## config.mk

```make
export PLATFORM = sky130hd
export DESIGN_NAME = data_out_8_to_64
export DESIGN_NICKNAME = d
export VERILOG_FILES = /design/src/rtl/data_out_8_to_64_pkg.sv /design/src/rtl/data_out_8_to_64_rise_detect.sv /design/src/rtl/data_out_8_to_64.sv
export SDC_FILE = /design/constraint.sdc
export NUM_CORES = 1
export LEC_CHECK = 0
export ABC_AREA = 1
export BUFFER_PORTS_ARGS = -buffer_cell sky130_fd_sc_hd__buf_2
export CAP_MARGIN = 20
export CORE_MARGIN = 8
export CORE_UTILIZATION = 45
export CTS_CLUSTER_SIZE = 8
export DETAILED_ROUTE_END_ITERATION = 6
export SYNTH_ARGS = -nofsm -noshare
export SYNTH_HDL_FRONTEND = slang
export SYNTH_HIERARCHICAL = 1
export SYNTH_SLANG_ARGS = --single-unit
```

## constraint.sdc

```tcl
create_clock -name clk -period 2.46 [get_ports clk]
set_input_delay 0.369 -clock clk [delete_from_list [all_inputs] [get_ports clk]]
set_output_delay 0.369 -clock clk [all_outputs]
set_load 0.02 [all_outputs]
```

## src/rtl/data_out_8_to_64_pkg.sv

```systemverilog
// -----------------------------------------------------------------------------
// data_out_8_to_64_pkg
// Shared constants for the UART byte <-> 64-bit word converters (receive-side
// 8-to-64 assembler and transmit-side 64-to-8 splitter).
//   BYTES_PER_WORD / BYTE_W / WORD_W : word geometry, least-significant byte first
//   ST_IDLE / ST_COLLECT / ST_EMIT   : assembler FSM state encoding
// -----------------------------------------------------------------------------
package data_out_8_to_64_pkg;

  localparam int BYTES_PER_WORD = 8;
  localparam int BYTE_W         = 8;
  localparam int WORD_W         = BYTES_PER_WORD * BYTE_W;

  localparam logic [1:0] ST_IDLE    = 2'd0;
  localparam logic [1:0] ST_COLLECT = 2'd1;
  localparam logic [1:0] ST_EMIT    = 2'd2;

endpackage : data_out_8_to_64_pkg

```

## src/rtl/data_out_8_to_64_rise_detect.sv

```systemverilog
// -----------------------------------------------------------------------------
// rise_detect
// Registered rising-edge detector. The input is delayed by one flop and the
// strobe is high while the input is high and its delayed copy is still low,
// so a level held high for many cycles yields a single strobe.
//   clk, rst_n : clock, asynchronous active-low reset
//   sig_in     : level or pulse to watch
//   sig_q      : one-cycle delayed copy of sig_in (reset 0)
//   rise       : sig_in & ~sig_q
// -----------------------------------------------------------------------------
module rise_detect (
  input  logic clk,
  input  logic rst_n,
  input  logic sig_in,
  output logic sig_q,
  output logic rise
);

  always_ff @(posedge clk or negedge rst_n) begin
    if (!rst_n) begin
      sig_q <= 1'b0;
    end else begin
      sig_q <= sig_in;
    end
  end

  assign rise = sig_in & ~sig_q;

endmodule : rise_detect

```

## src/rtl/data_out_8_to_64.sv

```systemverilog
// -----------------------------------------------------------------------------
// data_out_8_to_64
// Receive-side byte assembler: packs eight UART bytes (LSB first) into one
// 64-bit word, with an inter-byte timeout that discards stale partial words.
//   clk, rst_n    : clock, asynchronous active-low reset
//   data_8        : received byte, stable while rx_done is high
//   rx_done       : receiver done strobe; only its rising edge counts
//   clear         : synchronous flush of any partial word
//   data_64       : last completed word, held until the next completes
//   data_64_valid : one-cycle pulse when data_64 updates
//   byte_cnt      : bytes collected toward the current word (0..7)
//   timeout_err   : one-cycle pulse when a partial word is discarded
// -----------------------------------------------------------------------------
module data_out_8_to_64
  import data_out_8_to_64_pkg::*;
#(
  parameter int TIMEOUT_CYCLES = 50000
) (
  input  logic              clk,
  input  logic              rst_n,
  input  logic [BYTE_W-1:0] data_8,
  input  logic              rx_done,
  input  logic              clear,
  output logic [WORD_W-1:0] data_64,
  output logic              data_64_valid,
  output logic [3:0]        byte_cnt,
  output logic              timeout_err
);

  localparam int              CNT_W     = $clog2(TIMEOUT_CYCLES + 1);
  localparam logic [CNT_W-1:0] TMO_MAX  = CNT_W'(TIMEOUT_CYCLES);
  localparam logic [3:0]      LAST_BYTE = 4'(BYTES_PER_WORD - 1);

  logic              rx_done_1;
  logic              byte_stb;

  logic [1:0]        state_q,     state_d;
  logic [3:0]        byte_cnt_q,  byte_cnt_d;
  logic [WORD_W-1:0] shift_q,     shift_d;
  logic [WORD_W-1:0] data_64_q,   data_64_d;
  logic              valid_q,     valid_d;
  logic              tmo_err_q,   tmo_err_d;
  logic [CNT_W-1:0]  tmo_cnt_q,   tmo_cnt_d;

  rise_detect u_rise_detect (
    .clk    (clk),
    .rst_n  (rst_n),
    .sig_in (rx_done),
    .sig_q  (rx_done_1),
    .rise   (byte_stb)
  );

  // Priority: clear, then an accepted byte, then the timeout.
  always_comb begin
    // NOTE: every signal gets a default before any branch, so no path leaves
    // a value unassigned and no latch is inferred.
    state_d    = state_q;
    byte_cnt_d = byte_cnt_q;
    shift_d    = shift_q;
    data_64_d  = data_64_q;
    tmo_cnt_d  = tmo_cnt_q;
    valid_d    = 1'b0;
    tmo_err_d  = 1'b0;

    if (clear) begin
      state_d    = ST_IDLE;
      byte_cnt_d = '0;
      shift_d    = '0;
      tmo_cnt_d  = '0;
    end else if (byte_stb) begin
      tmo_cnt_d = '0;
      if (byte_cnt_q == LAST_BYTE) begin
        // Eighth byte bypasses the shift register straight into the output.
        data_64_d  = {data_8, shift_q[WORD_W-BYTE_W-1:0]};
        valid_d    = 1'b1;
        byte_cnt_d = '0;
        shift_d    = '0;
        state_d    = ST_EMIT;
      end else begin
        shift_d[{byte_cnt_q[2:0], 3'b000} +: BYTE_W] = data_8;
        byte_cnt_d = byte_cnt_q + 4'd1;
        state_d    = ST_COLLECT;
      end
    end else begin
      case (state_q)
        ST_COLLECT: begin
          if (tmo_cnt_q == TMO_MAX) begin
            state_d    = ST_IDLE;
            byte_cnt_d = '0;
            shift_d    = '0;
            tmo_cnt_d  = '0;
            tmo_err_d  = 1'b1;
          end else begin
            // Saturating: the compare above stops it at TMO_MAX.
            tmo_cnt_d = tmo_cnt_q + CNT_W'(1);
          end
        end
        ST_EMIT: begin
          state_d   = ST_IDLE;
          tmo_cnt_d = '0;
        end
        default: begin
          state_d   = ST_IDLE;
          tmo_cnt_d = '0;
        end
      endcase
    end
  end

  // NOTE: sequential state uses non-blocking assignments so every flop samples
  // the pre-edge values; the shift register is a small register bank, not a
  // RAM, so it is safe (and required) to clear it on reset.
  always_ff @(posedge clk or negedge rst_n) begin
    if (!rst_n) begin
      state_q    <= ST_IDLE;
      byte_cnt_q <= '0;
      shift_q    <= '0;
      data_64_q  <= '0;
      valid_q    <= 1'b0;
      tmo_err_q  <= 1'b0;
      tmo_cnt_q  <= '0;
    end else begin
      state_q    <= state_d;
      byte_cnt_q <= byte_cnt_d;
      shift_q    <= shift_d;
      data_64_q  <= data_64_d;
      valid_q    <= valid_d;
      tmo_err_q  <= tmo_err_d;
      tmo_cnt_q  <= tmo_cnt_d;
    end
  end

  assign data_64       = data_64_q;
  assign data_64_valid = valid_q;
  assign byte_cnt      = byte_cnt_q;
  assign timeout_err   = tmo_err_q;

endmodule : data_out_8_to_64

```

# == Word-level counts from Yosys, hierarchy flattened ==
# Index checks and enable logic that the tools add are counted.
# word_totals
out_inout_bits,70
regBits,153
inputBits,12
word_cells,51
# classes
n_reduce_logical,4
shift,2
n_eq_ne,4
n_addsub,3
n_bitwise,3
mux,27
# op_table
operator,count
64-bit two-way mux,5
64-bit bitwise mux,1
16-bit two-way mux,4
8-bit by 8-bit variable shift with 64-bit output (first input constant),1
8-bit by 8-bit indexed part select with 64-bit output,1
4-bit two-way mux,5
16-bit by 1-bit adder with 16-bit output (second input constant),1
16-bit equality test (second input constant),1
2-bit two-way mux,5
6-bit negation with 8-bit output,1
1-bit two-way mux,7
3-bit nonzero test,2
4-bit by 1-bit adder with 4-bit output (second input constant),1
4-bit by 3-bit equality test with 1-bit output (second input constant),1
4-bit != test (second input constant),1
3-bit AND reduction,1
2-bit by 1-bit equality test with 1-bit output (second input constant),1
1-bit NOT,2
2-bit AND reduction,1
1-bit AND,1

# == Longest topological paths before layout ==
# depth
depth_word,6
depth_mapped,11
ltp_nobuf,11

# == Modules after synthesis ==
# Netlist, hierarchy kept.
# by_module_without_submodules
module,n_inst,seq_area_each_um2,cells_each,area_per_inst_um2
data_out_8_to_64,1,3603.5,746,6266.0
rise_detect,1,25.0,3,35.0

# == Worst setup path after synthesis ==
# No wires, ideal clock.
# synth_timing
kind,flip-flop to flip-flop
from,register byte_cnt_q[0] (netlist: byte_cnt[0])
to,register shift_q[32]
path_slack_ns,0.500
synth_period_minus_slack_ns,1.960
t_required_ns,2.343
arrival_time_ns,1.842
setup_time_ns,0.117
stages_incl_launch_ff,11
n_path_buf,0
path_cell_list,dfrtp_1 inv_2 ha_1 ha_1 inv_2 nor2_1 nand3b_1 nand2_1 nand3_4 nand2_1 nand2_1
# synth_via
elab_chain_cells,6
elab_cells_between_ends,8
classes_between,add/sub: 1; eq/ne: 1; shift: 2; mux: 4
# synth_lines
element,line_no,rtl
"start, declared",data_out_8_to_64.sv:38,"logic [3:0] byte_cnt_q, byte_cnt_d;"
"start signal, assigned",data_out_8_to_64.sv:124,byte_cnt_q <= byte_cnt_d;
6-bit negation with 8-bit output,data_out_8_to_64.sv:80,"shift_d[{byte_cnt_q[2:0], 3'b000} +: BYTE_W] = data_8;"
8-bit by 8-bit indexed part select with 64-bit output or 8-bit by 8-bit variable shift with 64-bit output (tied branches),data_out_8_to_64.sv:80,
64-bit bitwise mux,data_out_8_to_64.sv:80,
64-bit two-way mux *,data_out_8_to_64.sv:72,if (byte_cnt_q == LAST_BYTE) begin
64-bit two-way mux *,data_out_8_to_64.sv:70,end else if (byte_stb) begin
64-bit two-way mux *,data_out_8_to_64.sv:65,if (clear) begin
"end signal, assigned",data_out_8_to_64.sv:125,shift_q <= shift_d;
"end, declared",data_out_8_to_64.sv:39,"logic [WORD_W-1:0] shift_q, shift_d;"
# Mark *: on every way between the ends. The rest lies on a longest branch, timed or not.
# A chain may end at the register's enable or synchronous reset.

# == Final worst setup path ==
# layout_timing
from,register byte_cnt_q[0] (netlist: byte_cnt[0])
to,register shift_q[33]
# The elaborated chain is that of the path after synthesis.

==> qor.yml <==
placed_design:
  hpwl_mm: 10.5
  pre_cts_slack_ps: 284
  gp_congestion: 0.861
  io_buffers: 81
sta:
  setup_tns_ps: 0
  maxClockFrequency_mhz: 455
  fin_crit_sh: 0.894
  slew_viol_final: 0
  final.min_clock_period_ps: 2200
  tightestPinTransition_ps: 870
  hold_viol: 0
  rsz0062_at_grt: "false"
  setup_viol: 0
  whs_ps: 73.3
  finalClockSkew_ps: 10.7
  setup_ws_ps: 261
  relSlewSlack: 0.420
power_and_ir_drop:
  p_sw_frac: 0.209
  worst_ir_drop_vdd_v: 0.000447
  clockPowerShare: 0.526
  seqPwrFrac: 0.421
  internal-power_w: 0.00456
  p_leak_nw: 4.39
  p_per_area_mw_per_mm2: 755
  switchingPower_w: 0.00120
  p_total_w: 0.00576
  power_frac_comb: 0.054
clocking:
  numCtsBuffers: 17
  cts-root-buf: "clkbuf_16"
  h-tree-depth: 4
  clockBufferDepth: 2
  clock_sinks: 145
  cts_tree: "built"
  clk_pin_slew_worst_paths_ps: 60
  clk_latency_ps: 420
logic_synthesis:
  synth_warnings: 6
  yosys.area_share.adder: 0.0119
  synth_area_mm2: 0.00630
  synth_top_family_by_area: "simple AND/OR/NAND/NOR gates"
  ys_types: 33
  yosys_register_bits: 145
  seq_area_frac_synth: 0.576
  synth.avg_cell_area_um2: 8.41
  mappedNetlistNets: 767
  yosysTopAreaCell: "dfrtp_1"
  yosys.area.top_type_share: 0.576
  synthSimpleGateAreaFrac: 0.335
  synth-compound-area-share: 0.0222
  synth_area_leaders: "dfrtp_1 58%, nand2_1 23%, nor2_1 2.9%, nand3_1 2.8%, inv_1 2.7%"
  syn_inst: 749
  synth_xor_area_frac: 0.00556
  synth.area.mux_share: 0
routing:
  first_iter_violations: 397
  drc: 0
  vias: 4983
  route.detailed.vias_per_inst: 4.84
  ant_nets: 0
  totalWireLength_mm: 14.9
  post_drt_wl_per_cell_um: 14.4
  drt_pre_antenna_iters: 4
finish:
  syn2layout_area_growth_pct: 21.1
  multiInputGateArea_mm2: 0.00237
  regArea_mm2: 0.00363
  final_cell_mix: "380 x nand2_1, 145 x dfrtp_1, 80 x buf_2, 49 x nor2_1, 45 x inv_1"
  num_antenna_cells: 0
  utilization: 0.554
  nFillCells: 1335
  drive_above_1_share: 0.177
  nets: 856
  layout_commonest_cell: "nand2_1"
setup_path:
  rr_startpoint: "byte_cnt[0]$_DFFE_PN0P_"
  path_depth: 9
  path_max_fanout: 6
  path_buf_inv: 2
  worst-setup-path-type: "reg -> reg"
  critPathLaunchType: "flop"
  crit_family: "simple AND/OR/NAND/NOR gates"
  crit_path_end_kind: "flop"
  cp-startpoint: "byte_cnt[0]$_DFFE_PN0P_"
  critPathSlowestCell: "nor2_1"
  worst_ep_arrival_time_ps: 2560
  path_cells: "inv_2 > ha_1 > ha_1 > inv_2 > nor2_1 > nand3b_1 > nor2_1 > nand2_1 > nand2_1"
  cpPeakStageDelay_ps: 440
  crit_required_ps: 2820
  r2r_cells: 9
floorplanning:
  coreArea_mm2: 0.0138
  initial_utilization: 0.457
  die-area_mm2: 0.0180
  die_w_um: 134
  num_rows: 43
  die_height_um: 134
  io_pins: 82
hold_path:
  hold_depth: 1
  hold_class: "in -> reg"
  worstHoldStart: "rx_done"
global_route:
  grt_max_degree: 73
  gr-total-overflow: 0
  first_global_vias: 5010
  antenna_found_initial: 0
  grt.total_usage: 0.175
  grt_pass1_wl_mm: 25.2
outcome:
  status: "completed"
job:
  cap_violations: 0
registers in the layout, summed over array words and instances (netlist names):
signal	flops
u_rise_detect/sig_q	1
data_64	64
shift_q	56
state_q	2
timeout_err	1
byte_cnt	4
data_64_valid	1
tmo_cnt_q	16
logic make-up (layout without fill, tap and decap cells):
| group | Yosys count | in the layout |
|---|---|---|
| buffers and inverters | 73 | 173 |
| AOI/OAI and AO/OA | 25 | 25 |
| and+or+nand+nor | 496 | 496 |
| DFF | 145 | 145 |
| adders and majority gates | 6 | 6 |
| xor gates and xnor gates | 4 | 4 |
per-layer routing:
layer,vias up,track usage,share of wire
li1,2485,-,-
met1,2368,0.222,0.45
met2,114,0.280,0.47
met3,16,0.0531,0.074
met4,0,0.0586,0.013
met5,-,0,0
synthesized netlist by cell type:
cell,number
buf_6,2
o22ai_1,2
o21ai_0,4
nor2_8,2
clkbuf_1,10
nor3b_1,1
xnor2_1,1
nand3_4,7
nand3_1,35
nor4_1,1
inv_2,10
nor2_2,7
dfrtp_1,145
ha_1,6
xor2_1,3
o21ai_1,10
a21oi_1,5
and3_1,1
nand2_1,380
buf_2,1
nor2_4,2
o31ai_1,1
inv_1,45
nand2_4,2
a21oi_2,1
o21ai_2,1
buf_4,5
nand4_1,3
nor3_1,4
nor2_1,49
o21bai_1,1
nand3b_1,1
nand3_2,1
repair_timing:
| item | 4_1_cts | 5_1_grt |
|---|---|---|
| hold endpoints to repair | 59 | 0 |
| hold buffers | 1 | 0 |
| gates resized for setup | 0 | 0 |
| setup buffers | 0 | 0 |
final timing paths:
kind,endpoint,slack (ps)
setup reg to reg,shift_q[33]$_DFFE_PN0P_,260
setup / recovery,shift_q[33]$_DFFE_PN0P_,260
min in group asynchronous,tmo_cnt_q[8]$_DFF_PN0_,500
hold / removal,u_rise_detect/sig_q$_DFF_PN0_,70
max in group asynchronous,data_64[8]$_DFFE_PN0P_,1290
hold reg to reg,data_64[17]$_DFFE_PN0P_,460
metrics by stage:
stage                     instances  area (um^2)
after floorplan                 749         6300
after global placement          997         6900
after detailed placement        997         6900
after CTS                      1028         7610
after global routing           1029         7630
final                          1029         7630
worst reg2reg max path: cells and delay by family, from the launching register on:
kind | cells | cell delay (ps)
adders and majority gates | 2 | 630
DFF | 1 | 430
and+or+nand+nor | 5 | 910
buffers and inverters | 2 | 180
power groups by stage:
stage	sequential (W)	combinational, W	clock (W)
6_report	0.00242	0.000309	0.00303
5_1_grt	0.00243	0.000349	0.00318
4_1_cts	0.00242	0.000314	0.00308
3_3_place_gp	0.00247	0.000306	0
3_5_place_dp	0.00247	0.000310	0
2_1_floorplan	0.00247	0.000169	0
area by class of cell:
type,count,share of cell area
Clock buffer,20,0.0612
Clock inverter,10,0.0302
Inverter,55,0.0271
Multi-Input combinational cell,531,0.310
Sequential cell,145,0.476
Tap cell,180,0.0295
Timing Repair Buffer,88,0.0661
Power figures use the tool's default switching activity.
